### config.mk
export PLATFORM = sky130hd
export DESIGN_NAME = stall_data_mem
export DESIGN_NICKNAME = d
export VERILOG_FILES = /design/src/rtl/stall_data_mem.sv
export SDC_FILE = /design/constraint.sdc
export NUM_CORES = 2
export LEC_CHECK = 0
export BUFFER_PORTS_ARGS = -buffer_cell sky130_fd_sc_hd__buf_4
export CORE_MARGIN = 3
export CORE_UTILIZATION = 50
export DETAILED_ROUTE_END_ITERATION = 10
export PLACE_DENSITY = 0.61
export SYNTH_ARGS = -nofsm -noshare
export SYNTH_HDL_FRONTEND = slang
export SYNTH_SLANG_ARGS = --single-unit
### constraint.sdc
create_clock -name clk -period 9.6 [get_ports clk]
set_input_delay 1.92 -clock clk [delete_from_list [all_inputs] [get_ports clk]]
set_output_delay 1.92 -clock clk [all_outputs]
set_load 0.02 [all_outputs]
### src/rtl/stall_data_mem.sv
// Multi-cycle word data memory for the MEM stage. It accepts one aligned read or write,
// holds the pipeline with Stall for LATENCY cycles, then pulses Done for one cycle.
//
// state | meaning
// IDLE  | waiting for a request; flags illegal requests on err
// BUSY  | access in flight; cnt counts down to the commit edge
// DONE  | access committed; Done pulse; never re-accepts in this cycle
module stall_data_mem #(
    parameter int LATENCY   = 4,
    parameter int MEM_WORDS = 256
) (
    input  logic        clk,
    input  logic        rst,
    input  logic [15:0] Addr,
    input  logic [15:0] DataIn,
    input  logic        Rd,
    input  logic        Wr,
    output logic [15:0] DataOut,
    output logic        Done,
    output logic        Stall,
    output logic        err
);
    localparam int IDX_W = $clog2(MEM_WORDS);

    typedef enum logic [1:0] {IDLE, BUSY, DONE} state_t;

    state_t             state, stateNext;
    logic [3:0]         cnt, cntNext;
    logic               opWr;
    logic [IDX_W-1:0]   idxQ;
    logic [15:0]        dataQ;
    logic [15:0]        mem [MEM_WORDS];

    logic [IDX_W-1:0]   reqIdx;
    logic               reqValid;
    logic               accept;
    logic               commit;
    logic               commitWr;
    logic [IDX_W-1:0]   commitIdx;
    logic [15:0]        commitData;

    // Upper address bits are deliberately ignored so the address space wraps.
    assign reqIdx = Addr[IDX_W:1];
    generate
        if (IDX_W < 15) begin : gUnusedAddr
            logic unusedAddrBits;
            assign unusedAddrBits = &Addr[15:IDX_W+1];
        end
    endgenerate

    always_comb begin
        stateNext  = state;
        cntNext    = cnt;
        Stall      = 1'b0;
        err        = 1'b0;
        Done       = 1'b0;
        accept     = 1'b0;
        commit     = 1'b0;
        commitWr   = opWr;
        commitIdx  = idxQ;
        commitData = dataQ;
        reqValid   = (Rd ^ Wr) & ~Addr[0];
        case (state)
            IDLE: begin
                err = (Rd & Wr) | ((Rd | Wr) & Addr[0]);
                if (reqValid) begin
                    accept  = 1'b1;
                    Stall   = 1'b1;
                    cntNext = 4'(LATENCY - 1);
                    if (LATENCY == 1) begin
                        // Single-cycle build commits straight from the request inputs.
                        commit     = 1'b1;
                        commitWr   = Wr;
                        commitIdx  = reqIdx;
                        commitData = DataIn;
                        stateNext  = DONE;
                    end else begin
                        stateNext = BUSY;
                    end
                end
            end
            BUSY: begin
                Stall   = 1'b1;
                cntNext = cnt - 4'd1;
                if (cnt == 4'd1) begin
                    commit    = 1'b1;
                    stateNext = DONE;
                end
            end
            DONE: begin
                Done      = 1'b1;
                stateNext = IDLE;
            end
            default: stateNext = IDLE;
        endcase
    end

    always_ff @(posedge clk) begin
        if (rst) begin
            state   <= IDLE;
            cnt     <= 4'd0;
            DataOut <= 16'h0000;
        end else begin
            state <= stateNext;
            cnt   <= cntNext;
            if (commit && !commitWr) begin
                DataOut <= mem[commitIdx];
            end
        end
    end

    always_ff @(posedge clk) begin
        if (accept) begin
            opWr  <= Wr;
            idxQ  <= reqIdx;
            dataQ <= DataIn;
        end
    end

    // Array is never reset; gating on rst drops a write aborted by reset.
    always_ff @(posedge clk) begin
        if (!rst && commit && commitWr) begin
            mem[commitIdx] <= commitData;
        end
    end
endmodule

Word level (Yosys, flattened, before mapping). Memory sizes are Yosys's and may differ from the RTL's. A register that Yosys moved wholly into a read port is not among the register bits. Index checks and enable logic that the tools add are counted. W data, S select, Z words.

Reductions and logical operators: 9. Equal/unequal tests: 5. Add/subtract/negate cells: 1. Bitwise logic cells: 7. Muxes and demuxes: 14.

Operators with widths (number): $mux W1 (8); $pmux W4 S2 (1); $eq A4 B1 Y1 const B (1); $mux W2 (2); $mux W4 (1); $ne A2 B2 Y1 const B (2); $pmux W2 S2 (1); $reduce_and A2 Y1 (2); $sub A4 B1 Y4 const B (1); $and A1 B1 Y1 (3); $logic_and A1 B1 Y1 (3); $eq A2 B1 Y1 const B (1); $eq A2 B2 Y1 const B (1); $logic_not A1 Y1 (2); $logic_not A2 Y1 (1); $or A1 B1 Y1 (2); $pmux W1 S2 (1); $reduce_bool A2 Y1 (1); $not A1 Y1 (1); $xor A1 B1 Y1 (1).

Memories: 1. Bits in writable memories: 4096. Input port bits: 36. Register bits after elaboration: 31.

Memory list: mem (depth 256, bits a word 16, rd ports 1, clocked after Yosys merged registers in 1, write ports 1, line 32) `logic [15:0] mem [MEM_WORDS];`.

Depth between registers and ports, before layout.
Depth in word-level cells: 7. Gate-level depth with buffers: 13. Mapped depth without buffers: 8.

Least setup slack after synthesis. No wires, ideal clock.

Kind: in2out. From: input port Rd. To: output port Stall. Data arrival time: 5.642 ns. Path slack: 2.038 ns. Stages on the path: 4. Buffers on the path: 0. Path through: inv_1 -> ha_1 -> nor4b_1 -> nand2b_1.

Longest elaborated chain between the ends: 4.

RTL lines: start: declaration (line 16) `input logic Rd,`; $xor A1 B1 Y1 (line 62) `reqValid = (Rd ^ Wr) & ~Addr[0];`; $and A1 B1 Y1 (line 62); $mux W1 (line 66) `if (reqValid) begin`; $pmux W1 S2 (line 63) `case (state)`; end: declaration (line 20) `output logic Stall,`.

No other way between the ends.

==> impl_metrics.csv <==
group,metric,value,unit
status,status,"finished clean",
clock_network,clk_pin_slew_worst_paths,0.06,ns
worst_setup_path,crit_fanout,70,
clock_network,clock_sinks,4143,
logic_synthesis,synth.avg_cell_area,22.1,µm²
final_layout,fin_util,0.567,
clock_network,holdBufCountCts,0,
global_routing,grt_max_degree,205,
power,switchingPower,8.09,mW
routing,wl_met1,167000,µm
clock_network,cts.htree.levels,5,
power,seqPwrFrac,0.528,
logic_synthesis,ys_seq_elements,4143,
sta,min_period,5.29,ns
logic_synthesis,netlist_area,0.159,mm²
sta,slew_violations,0,
floorplan,die-area,0.324,mm²
worst_setup_path,worst_ep_arrival_time,6.15,ns
sta,rsz0062_at_grt,"false",
power,power_frac_comb,0.050,
placement,dp_cells,11400,
logic_synthesis,yosysMostFrequentCell,"edfxtp_1",
clock_network,cts_root_buf,"clkbuf_16",
power,p_leak,55.8,nW
sta,fin_setup_tns,0,ns
logic_synthesis,synth_edf_count,4121,
power,ir_drop,0.000164,V
global_routing,grt_pass1_vias,77100,
worst_setup_path,endpoint_kind,"flop",
power,swShare,0.214,
routing,drtAntennaViolNets,0,
sta,clock_skew,0.0828,ns
placement,place.gp.congestion,0.852,
clock_network,clock_latency,0.99,ns
final_layout,n_fill_cell,23200,
global_routing,grtUsageTotal,0.260,
worst_setup_path,start_kind,"flop",
floorplan,pin_count,55,
clock_network,cts_buffers,418,
final_layout,fin_nets,7675,
logic_synthesis,synth_nets,7225,
global_routing,grt_pass1_wl,595000,µm
logic_synthesis,synth_top_area_frac,0.780,
routing,routed_wl,423000,µm
clock_network,cts_resized,0,
power,powerDensity,211,mW/mm²
global_routing,grt_antenna_before_repair,16,
worst_setup_path,crit_required,10.46,ns
floorplan,die_x,569,µm
clock_network,cts_setup_buffers,0,
routing,drt_iter0_drc,10400,
sta,setup_viol,0,
routing,vias,77800,
floorplan,core_area,0.315,mm²
final_layout,drive_gt1_frac,0.265,
routing,wire_per_inst,34.9,µm
routing,dr.pass1.iters,7,
logic_synthesis,yosys_warnings,0,
power,total_power,37.8,mW
sta,slew_headroom,0.0971,
logic_synthesis,netlist_instances,7185,
worst_hold_path,hold_class,"flop to flop",
logic_synthesis,synth-main-ff-cell,"edfxtp_1",
placement,dp_hpwl,247000,µm
logic_synthesis,netlist_top_cells_area,"edfxtp_1 (78%), mux4_2 (14%), mux2i_1 (1.3%)",
routing,vias_per_cell,6.41,
logic_synthesis,netlist_top_cells_count,"edfxtp_1 (4121), mux4_2 (981), nor2_1 (354)",
sta,worst_pin_slew,1.34,ns
placement,port_buffers,47,
floorplan,row_count,206,
final_layout,final_cells,12100,
sta,hold_violations,0,
sta,fin_crit_sh,0.551,
logic_synthesis,ys_types,61,
worst_setup_path,worstSetupPathType,"flop to flop",
logic_synthesis,async_flop_share,0,
floorplan,start_util,0.503,
global_routing,overflow,0,
logic_synthesis,synth.largest_area_cell,"edfxtp_1",
sta,fmax,0.189,GHz
power,clock_power_share,0.422,
sta,whs,0.557,ns
final_layout,syn_to_final_growth,12.7,%
clock_network,clockBufferDepth,4,
power,p_int,29.7,mW
routing,met3_length,38700,µm
routing,drc,0,
logic_synthesis,synth-seq-area-share,0.782,
floorplan,die_y,569,µm
routing,wl_met2,201000,µm
clock_network,cts_tree,"built",
routing,dr.max_layer_used,"met4",
flow_run,drv_cap,0,
## worst max-delay path: stages, from the launching register on
cell	delay (ns)
edfxtp_1	0.38
buf_12	0.36
buf_12	0.39
buf_4	0.68
mux4_2	0.58
mux2i_1	0.34
o22ai_1	0.20
a211oi_1	1.01
o21ai_0	0.51
o31ai_1	0.33
o21ai_1	0.09
## registers in the layout (all words and copies together) (netlist names)
signal / cells
DataOut: 16
cnt: 4
commitData: 16
commitIdx: 8
commitWr: 1
mem: 4096
state: 2
## cell type report
cell class | instances | area (µm²) | share of cell area
clock inverter | 236 | 2370 | 0.0133
tap | 4160 | 5200 | 0.0291
antenna | 6 | 15.0 | 0.0000839
inverter | 11 | 53.8 | 0.000301
multi-input combinational | 2618 | 32500 | 0.181
clock buffer | 507 | 11000 | 0.0613
timing repair buffer | 443 | 3640 | 0.0203
sequential | 4143 | 124000 | 0.694
## layout by cell type, fill, tap and decap left out, drive strengths merged, types with 77 or more instances in the layout
master	synthesis	layout
edfxtp	4121	4121
mux4	981	981
clkbuf	121	507
buf	292	443
nor2	354	354
nand2	234	234
mux2i	200	200
clkinv	0	186
a22oi	113	113
o21ai	95	95
a21oi	94	94
a211oi	77	77
## path summary, 6_finish.rpt
check	start	endpoint	slack, ns	depth (start not counted)
max reg2reg	commitIdx[0]	DataOut[7]	4.31	10
max	commitIdx[0]	DataOut[7]	4.31	10
min	cnt[0]	cnt[0]	0.56	1
min reg2reg	cnt[0]	cnt[0]	0.56	1
## metrics by stage
step,instance area (µm²),setup WS (ns)
floorplan,159000,2.04
global placement,166000,3.84
detailed placement,166000,3.77
CTS,179000,4.36
global route,179000,3.97
finish,179000,4.31
## routing by layer
metal / GRT usage / vias up
met1: 0.372 / 42000
met5: 0 / -
met2: 0.404 / 3818
met4: 0.0895 / 0
met3: 0.0502 / 660
li1: - / 31200
## kinds of logic (layout without fill, tap and decap cells)
family / count (synthesis) / count (layout) / synth area share
other: 0 / 6 / 0
AND/OR/NAND/NOR: 761 / 761 / 0.0205
multiplexers: 1223 / 1223 / 0.155
AO/OA/AOI/OAI: 629 / 629 / 0.0272
adder cells (fa/ha/maj): 4 / 4 / 0.000315
XOR/XNOR: 1 / 1 / 0.0000552
buffers and inverters: 424 / 1197 / 0.0148
flip-flops: 4143 / 4143 / 0.782
## power groups by stage
stage                     logic, mW  registers, mW  clock network [mW]
after floorplan               0.985           20.5                   0
after global placement         1.87           20.3                   0
after detailed placement       1.90           20.3                   0
after CTS                      1.90           19.9                16.1
after global routing           1.98           19.9                16.9
final                          1.89           19.9                15.9
(Power assumes the default switching activity.)
